File: src/rtl/recepcao_serial_pedidos.sv
// ---------------------------------------------------------------------------
// recepcao_serial_pedidos
//   Receive side of the SmartCargo serial link. Parses 4-byte request frames
//   ('#', origin digit, destination digit, LF) arriving from the UART
//   receiver. Each valid frame becomes one origin/destination request, offered
//   on a valid/accept handshake to the elevator queue writer. Malformed,
//   out-of-range or stalled frames are discarded and counted.
//
// Ports
//   clock           in   rising-edge system clock
//   reset           in   synchronous, active-high
//   dado_rx         in   received byte, meaningful only while dado_rx_pronto=1
//   dado_rx_pronto  in   one-cycle strobe per received byte
//   pedido_aceito   in   queue writer takes the pending request
//   pedido_valido   out  request available, held until accepted
//   pedido_origem   out  origin floor, stable while pedido_valido=1
//   pedido_destino  out  destination floor, stable while pedido_valido=1
//   erro_quadro     out  one-cycle pulse per discarded frame
//   contagem_erros  out  discarded-frame count, saturating at 255
//   ocupado         out  1 whenever the parser is not idle
//   db_estado       out  current state encoding for the debug display
// ---------------------------------------------------------------------------
module recepcao_serial_pedidos #(
   parameter int            N_ANDARES      = 4,
   parameter int            ANDAR_W        = 2,
   parameter int            TIMEOUT_CICLOS = 50000,
   parameter int            TIMEOUT_W      = 16,
   parameter logic [7:0]    BYTE_INICIO    = 8'h23,
   parameter logic [7:0]    BYTE_FIM       = 8'h0A
) (
   input  logic               clock,
   input  logic               reset,
   input  logic [7:0]         dado_rx,
   input  logic               dado_rx_pronto,
   input  logic               pedido_aceito,
   output logic               pedido_valido,
   output logic [ANDAR_W-1:0] pedido_origem,
   output logic [ANDAR_W-1:0] pedido_destino,
   output logic               erro_quadro,
   output logic [7:0]         contagem_erros,
   output logic               ocupado,
   output logic [3:0]         db_estado
);

   typedef enum logic [3:0] {
      ESPERA_INICIO  = 4'd0,
      ESPERA_ORIGEM  = 4'd1,
      ESPERA_DESTINO = 4'd2,
      ESPERA_FIM     = 4'd3,
      PEDIDO         = 4'd4,
      ERRO           = 4'd5
   } estado_t;

   localparam logic [7:0]           DIGITO_MIN  = 8'h30;
   localparam logic [7:0]           DIGITO_MAX  = 8'(8'h30 + N_ANDARES - 1);
   localparam logic [TIMEOUT_W-1:0] TIMEOUT_MAX = TIMEOUT_W'(TIMEOUT_CICLOS);

   estado_t              estado_q;
   logic [TIMEOUT_W-1:0] timeout_q;
   logic [ANDAR_W-1:0]   origem_q;
   logic [ANDAR_W-1:0]   destino_q;
   logic [ANDAR_W-1:0]   pedido_origem_q;
   logic [ANDAR_W-1:0]   pedido_destino_q;
   logic                 pedido_valido_q;
   logic                 erro_quadro_q;
   logic [7:0]           contagem_erros_q;
   logic                 ocupado_q;

   logic                 digito_valido;
   logic [ANDAR_W-1:0]   digito;
   logic                 entra_erro;

   assign digito_valido = (dado_rx >= DIGITO_MIN) && (dado_rx <= DIGITO_MAX);
   assign digito        = ANDAR_W'(dado_rx - DIGITO_MIN);

   // Frame-level failure detection for the three in-frame states. A byte in
   // the same cycle as the timeout takes priority, and '#' always restarts
   // the frame instead of failing it.
   always_comb begin
      entra_erro = 1'b0;
      if (estado_q inside {ESPERA_ORIGEM, ESPERA_DESTINO, ESPERA_FIM}) begin
         if (dado_rx_pronto) begin
            if (dado_rx != BYTE_INICIO) begin
               case (estado_q)
                  ESPERA_ORIGEM:  entra_erro = !digito_valido;
                  ESPERA_DESTINO: entra_erro = !digito_valido || (digito == origem_q);
                  ESPERA_FIM:     entra_erro = (dado_rx != BYTE_FIM);
                  default:        entra_erro = 1'b0;
               endcase
            end
         end else begin
            entra_erro = (timeout_q == TIMEOUT_MAX);
         end
      end
   end

   always_ff @(posedge clock) begin
      if (reset) begin
         estado_q         <= ESPERA_INICIO;
         timeout_q        <= '0;
         origem_q         <= '0;
         destino_q        <= '0;
         pedido_origem_q  <= '0;
         pedido_destino_q <= '0;
         pedido_valido_q  <= 1'b0;
         erro_quadro_q    <= 1'b0;
         contagem_erros_q <= '0;
         ocupado_q        <= 1'b0;
      end else begin
         erro_quadro_q <= 1'b0;
         case (estado_q)
            ESPERA_INICIO: begin
               if (dado_rx_pronto && (dado_rx == BYTE_INICIO)) begin
                  estado_q  <= ESPERA_ORIGEM;
                  ocupado_q <= 1'b1;
                  timeout_q <= '0;
               end
            end

            ESPERA_ORIGEM, ESPERA_DESTINO, ESPERA_FIM: begin
               if (entra_erro) begin
                  // The error flag is raised on entry so it is high for
                  // exactly the single cycle spent in ERRO.
                  estado_q      <= ERRO;
                  erro_quadro_q <= 1'b1;
                  if (contagem_erros_q != 8'hFF) begin
                     contagem_erros_q <= contagem_erros_q + 8'd1;
                  end
               end else if (dado_rx_pronto) begin
                  timeout_q <= '0;
                  if (dado_rx == BYTE_INICIO) begin
                     estado_q <= ESPERA_ORIGEM;
                  end else begin
                     case (estado_q)
                        ESPERA_ORIGEM: begin
                           origem_q <= digito;
                           estado_q <= ESPERA_DESTINO;
                        end
                        ESPERA_DESTINO: begin
                           destino_q <= digito;
                           estado_q  <= ESPERA_FIM;
                        end
                        default: begin
                           // Output fields are loaded only here so that a
                           // later broken frame cannot disturb them.
                           pedido_origem_q  <= origem_q;
                           pedido_destino_q <= destino_q;
                           pedido_valido_q  <= 1'b1;
                           estado_q         <= PEDIDO;
                        end
                     endcase
                  end
               end else begin
                  timeout_q <= timeout_q + 1'b1;
               end
            end

            PEDIDO: begin
               if (pedido_aceito) begin
                  pedido_valido_q <= 1'b0;
                  ocupado_q       <= 1'b0;
                  estado_q        <= ESPERA_INICIO;
               end
            end

            default: begin
               // ERRO and any unreachable encoding return to idle.
               pedido_valido_q <= 1'b0;
               ocupado_q       <= 1'b0;
               estado_q        <= ESPERA_INICIO;
            end
         endcase
      end
   end

   assign pedido_valido  = pedido_valido_q;
   assign pedido_origem  = pedido_origem_q;
   assign pedido_destino = pedido_destino_q;
   assign erro_quadro    = erro_quadro_q;
   assign contagem_erros = contagem_erros_q;
   assign ocupado        = ocupado_q;
   assign db_estado      = estado_q;

endmodule
File: config.mk
export PLATFORM = sky130hd
export DESIGN_NAME = recepcao_serial_pedidos
export DESIGN_NICKNAME = d
export VERILOG_FILES = /design/src/rtl/recepcao_serial_pedidos.sv
export SDC_FILE = /design/constraint.sdc
export NUM_CORES = 1
export LEC_CHECK = 0
export BUFFER_PORTS_ARGS = -buffer_cell sky130_fd_sc_hd__buf_4
export CAP_MARGIN = 30
export CELL_PAD_IN_SITES_DETAIL_PLACEMENT = 1
export CELL_PAD_IN_SITES_GLOBAL_PLACEMENT = 1
export CORE_MARGIN = 3
export CORE_UTILIZATION = 38
export CTS_CLUSTER_SIZE = 24
export DETAILED_ROUTE_END_ITERATION = 6
export PLACE_DENSITY = 0.8
export SLEW_MARGIN = 20
export SYNTH_ARGS = -nofsm -noshare
export SYNTH_HDL_FRONTEND = slang
export SYNTH_SLANG_ARGS = --single-unit
export TNS_END_PERCENT = 10
File: constraint.sdc
create_clock -name clock -period 2.75 [get_ports clock]
set_input_delay 0.825 -clock clock [delete_from_list [all_inputs] [get_ports clock]]
set_output_delay 0.825 -clock clock [all_outputs]
set_load 0.03 [all_outputs]
After elaboration in Yosys (flattened, before gate mapping). Index checks and enable logic that the tools add are counted.

$add $sub $neg: 3. Order comparisons: 2. Eq/ne operators: 17. Mux-type cells: 24. Bitwise operators: 5. Reduce and logical (&&, ||, !) cells: 18.

Operators with widths (number): 2-to-1 mux 16 bit (3); one-hot mux 16 bit (2 select lines) (1); adder 16 x 1 -> 16 bit, second input constant (1); == test 16 bit, second input constant (1); 2-to-1 mux 4 bit (4); AND reduction 5 bit (3); != test 2 bit, second input constant (6); one-hot mux 4 bit (3 select lines) (1); AND reduction 3 bit (4); 2-to-1 mux 1 bit (10); one-hot mux 1 bit (3 select lines) (3); adder 8 x 1 -> 8 bit, second input constant (1); == test 4 x 2 -> 1 bit, second input constant (2); == test 8 x 6 -> 1 bit, second input constant (1); greater-or-equal comparator 8 x 6 -> 1 bit, second input constant (1); <= comparator 8 x 6 -> 1 bit, second input constant (1); != test 8 x 4 -> 1 bit, second input constant (1); != test 8 x 6 -> 1 bit, second input constant (1); != test 8 bit, second input constant (1); one-hot mux 3 bit (2 select lines) (1); AND reduction 6 bit (1); NOT 1 bit (5); == test 4 x 1 -> 1 bit, second input constant (1); == test 4 x 3 -> 1 bit, second input constant (1); 12 further kinds (14).

Output and inout port bits: 19. Logic and storage cells: 79. Input bits: 12. Register bits after elaboration: 39.

Depth between registers and ports, before layout.
Depth in word-level cells: 10. Mapped depth: 10. Depth with buffers taken out: 8.

Least setup slack after synthesis. Ideal clock, no wire load.

Path type: input-to-reg. Start point: input port dado_rx[2]. End point: register timeout_q[15]. Data required time: 2.680 ns. Buffers on the path: 3. Slack: -0.061 ns. Data arrival time: 2.741 ns. Stages: 9. Setup time: 0.070 ns. Cell sequence: or3_1 buf_2 or3_4 buf_6 nand3_4 buf_8 o2111ai_4 or4_1 a21oi_1.

Cells in the longest elaborated chain, start to end: 10. Elaborated cells between the ends (all ways): 16. Classes of those cells: order compare (2); eq/ne (5); mux (4); reduce/logical (5).

RTL lines: from (decl) (RTL line 33) `input logic [7:0] dado_rx,`; greater-or-equal comparator 8 x 6 -> 1 bit / <= comparator 8 x 6 -> 1 bit (equally long branches) (RTL line 73) `assign digito_valido = (dado_rx >= DIGITO_MIN) && (dado_rx <= DIGITO_MAX);`; logical AND 1 bit (RTL line 73); logical NOT 1 bit (RTL line 85, 86); logical OR 1 bit (RTL line 86) `ESPERA_DESTINO: entra_erro = !digito_valido || (digito == origem_q);`; one-hot mux 1 bit (3 select lines) (RTL line 84) `case (estado_q)`; 2-to-1 mux 1 bit (RTL line 83) `if (dado_rx != BYTE_INICIO) begin`; 2-to-1 mux 1 bit (RTL line 82) `if (dado_rx_pronto) begin`; 2-to-1 mux 1 bit (RTL line 81) `if (estado_q inside {ESPERA_ORIGEM, ESPERA_DESTINO, ESPERA_FIM}) begin`; != test 2 bit (no source line); AND reduction 3 bit (no source line) (*); to (signal assigned) (RTL line 154) `timeout_q <= timeout_q + 1'b1;`; to (decl) (RTL line 59) `logic [TIMEOUT_W-1:0] timeout_q;`.

Mark *: on every way between the ends. The rest lies on a longest branch, timed or not. A chain may end at the register's enable or synchronous reset.

Final worst setup path.
Start point: input port dado_rx[2]. End point: register timeout_q[9].

Same word-level chain as after synthesis.

==> impl_results.md <==
- Routability congestion estimate from global placement: 0.8252
- Sw Ratio: 23.00%
- Ys Warns: 0
- FMAX: 0.3844 GHz
- RSZ-0062 raised after global routing: false
- HP Class: reg2reg
- Top_reg_cell synth: dfxtp_1
- GRT Total Usage: 18.60%
- Total of max-cap violations: 0
- CTS tree: yes
- DPL Wire Length: 4292 um
- Final Net Count: 302
- H-Tree Level Count: 2
- CP required: 2.97 ns
- Leak: 0.9506 nW
- Vias: 2045
- Syn Area/Cell: 8.564 um^2
- Seq/Total Area, Yosys: 35.39%
- Initial core utilization: 40.54%
- CTS Buf Count: 5
- Status: completed
- Pre-CTS setup slack: -0.2251 ns
- Peak supply drop: 0.0001817 V
- Worst-margin pin slew: 0.6662 ns
- Post-Syn Instances: 251
- CTS root buf: clkbuf_8
- DR DRC count: 0
- Max-slew headroom at the worst pin: 55.29%
- WL final: 5874 um
- GR Overflow Total: 0
- Mapped Nets: 266
- Endpoint class of the critical path: flop
- First-pass GRT wire length: 9459 um
- Worst-path clk slew: 0.07 ns
- Cell Rows: 26
- Combinational share of power: 5.9%
- Post-Syn Area: 0.002150 mm^2
- CTS Sinks: 38
- Sw Pwr: 0.0002240 W
- Vias in the first global route: 2001
- Int Pwr: 0.0007500 W
- Vias per inst: 5.728
- I/O pin total: 31
- CP startpoint kind: input port
- 1st-iter DRT viols: 115
- Inserted Diodes: 0
- Endpoints failing hold: 0
- Final Instance Count excl. Fillers: 357
- Placeable core area: 0.005303 mm^2
- 1st-pass router iterations: 4
- Critical Path AT: 2.82 ns
- Final period util: 94.61%
- EDFF count, synth: 0
- Pin count of the biggest net entering global routing: 25
- Worst Slack Setup Final: 0.1482 ns
- Pwr dens: 372.1 mW/mm^2
- Final non-filler cell area: 0.002618 mm^2
- Worst skew pair latency: 0.29 ns
- Post-route ant nets: 0
- # setup viols final: 0
- Hold buffer count at CTS: 0
- Fraction of registers with async set or reset after synthesis: 0%
- Placed Cells: 350
- Layout area overhead: 21.77%
- WL/cell: 16.45 um
- Clk buf depth: 2
- Slew Limit Fails: 0
- Yosys reg bits: 38
- TNS Setup: 0 ns
- Sequential Power Share: 56.6%
- Final Util: 49.36%
- Area post-placement: 0.002507 mm^2
- Clock share of power: 37.5%
- Chip Width: 81.21 um
- Critical path peak fanout: 9
- Die area: 0.006595 mm^2
- Number of port buffers: 29
- Antenna violations before repair: 0
- Share of layout cells above drive strength 1: 22.30%
- Fin crit period: 2.602 ns
- Chip height: 81.21 um
- Crit Path Category: in2reg
- Yosys cell types: 53
- Worst Skew: 0.009819 ns
[cell usage in the layout (no fill, tap or decap), types with 2 or more instances in the layout]
cell / synthesis / routed
buf_4: 2 / 43
dfxtp_1: 38 / 38
nor2_1: 22 / 22
nand2_1: 17 / 17
a21oi_1: 17 / 17
o21ai_0: 10 / 10
or4_1: 10 / 10
o31ai_1: 11 / 9
mux2i_1: 9 / 9
and3_1: 8 / 8
nand2b_1: 7 / 7
nand3_1: 7 / 7
xor2_1: 7 / 7
nor3_1: 7 / 6
o211ai_1: 6 / 6
or3_1: 6 / 5
clkbuf_8: 0 / 5
inv_1: 4 / 4
nand3b_1: 4 / 4
nand4_1: 4 / 4
xnor2_1: 3 / 3
ha_1: 3 / 3
nor3b_1: 2 / 2
or3_4: 1 / 2
nor2b_1: 2 / 2
nor4_2: 2 / 2
and2_1: 2 / 2
o21a_1: 2 / 2
o41ai_1: 2 / 2
clkbuf_1: 7 / 2
buf_12: 0 / 2
[power by group through the flow]
stage	combinational [W]	sequential (W)	clock, W
2_1_floorplan	0.0000279	0.000564	0
3_3_place_gp	0.0000535	0.000564	0
3_5_place_dp	0.0000543	0.000564	0
4_1_cts	0.0000549	0.000551	0.000380
5_1_grt	0.0000631	0.000551	0.000399
6_report	0.0000579	0.000551	0.000365
[state kept, by name, indices dropped and copies added (netlist names)]
name / flops
erro_quadro: 1
ocupado: 1
destino_q: 2
contagem_erros: 8
timeout_q: 16
origem_q: 2
pedido_destino: 2
pedido_valido: 1
db_estado: 3
pedido_origem: 2
[kinds of logic after synthesis]
logic type                 count (synthesis)  synth area share, %
AOI/OAI and AO/OA                         61                19.38
xor gates and xnor gates                  10                4.075
adders and majority gates                  3                1.746
buffers and inverters                     20                5.005
DFF                                       38                35.39
muxes                                      9                4.191
other                                      1               0.1745
and+or+nand+nor                          109                30.03
[worst max-delay path, stage by stage]
cell,delay (ns)
buf_4,0.11
or3_4,0.43
o31ai_2,0.32
a22o_1,0.19
o21ai_1,0.23
buf_4,0.23
or3_1,0.33
a21oi_1,0.14
[final timing paths]
kind,from,end,slack (ns),depth (start not counted)
worst max-delay path,dado_rx[2],timeout_q[9],0.15,8
worst min register to register,pedido_valido,pedido_valido,0.49,1
worst max register to register,timeout_q[0],contagem_erros[3],0.20,9
worst min-delay path,pedido_valido,pedido_valido,0.49,1
[cells in the mapped netlist (3+ instances only)]
cell / instances / area share (%)
dfxtp_1: 38 / 35
nor2_1: 22 / 3.8
a21oi_1: 17 / 4.0
nand2_1: 17 / 3.0
o31ai_1: 11 / 3.8
o21ai_0: 10 / 2.3
or4_1: 10 / 3.5
mux2i_1: 9 / 4.2
and3_1: 8 / 2.3
clkbuf_1: 7 / 1.2
nand2b_1: 7 / 2.0
nand3_1: 7 / 1.6
nor3_1: 7 / 1.6
xor2_1: 7 / 2.9
o211ai_1: 6 / 2.1
or3_1: 6 / 1.7
buf_2: 5 / 1.2
inv_1: 4 / 0.70
nand3b_1: 4 / 1.4
nand4_1: 4 / 1.2
ha_1: 3 / 1.7
xnor2_1: 3 / 1.2
[routing by layer]
metal | GRT usage [%] | part of all wire [%]
met5 | 0 | 0
met4 | 6.926 | 2.0
met3 | 3.326 | 3.2
met2 | 30.54 | 48
met1 | 24.23 | 47
[timing repair]
action                     4_1_cts  5_1_grt
setup endpoints to repair        0       10
resized for setup                0        6
setup buffers                    0        0
[per-stage QoR]
step           hold WS [ns]  total power [W]
2_1_floorplan        0.4566        0.0005915
3_3_place_gp         0.4737        0.0006171
3_5_place_dp         0.4790        0.0006179
4_1_cts              0.4947        0.0009857
5_1_grt              0.5123         0.001013
6_report             0.4880        0.0009740
[final cells by class]
| type | instances | area [um^2] |
|---|---|---|
| tap | 70 | 87.58 |
| sequential | 38 | 760.7 |
| clock buffer | 7 | 76.32 |
| multi-input combinational | 193 | 1315 |
| fill | 634 | 2685 |
| timing repair buffer | 45 | 362.8 |
| inverter | 4 | 15.01 |
No activity file was read; power rests on OpenSTA's default activity.
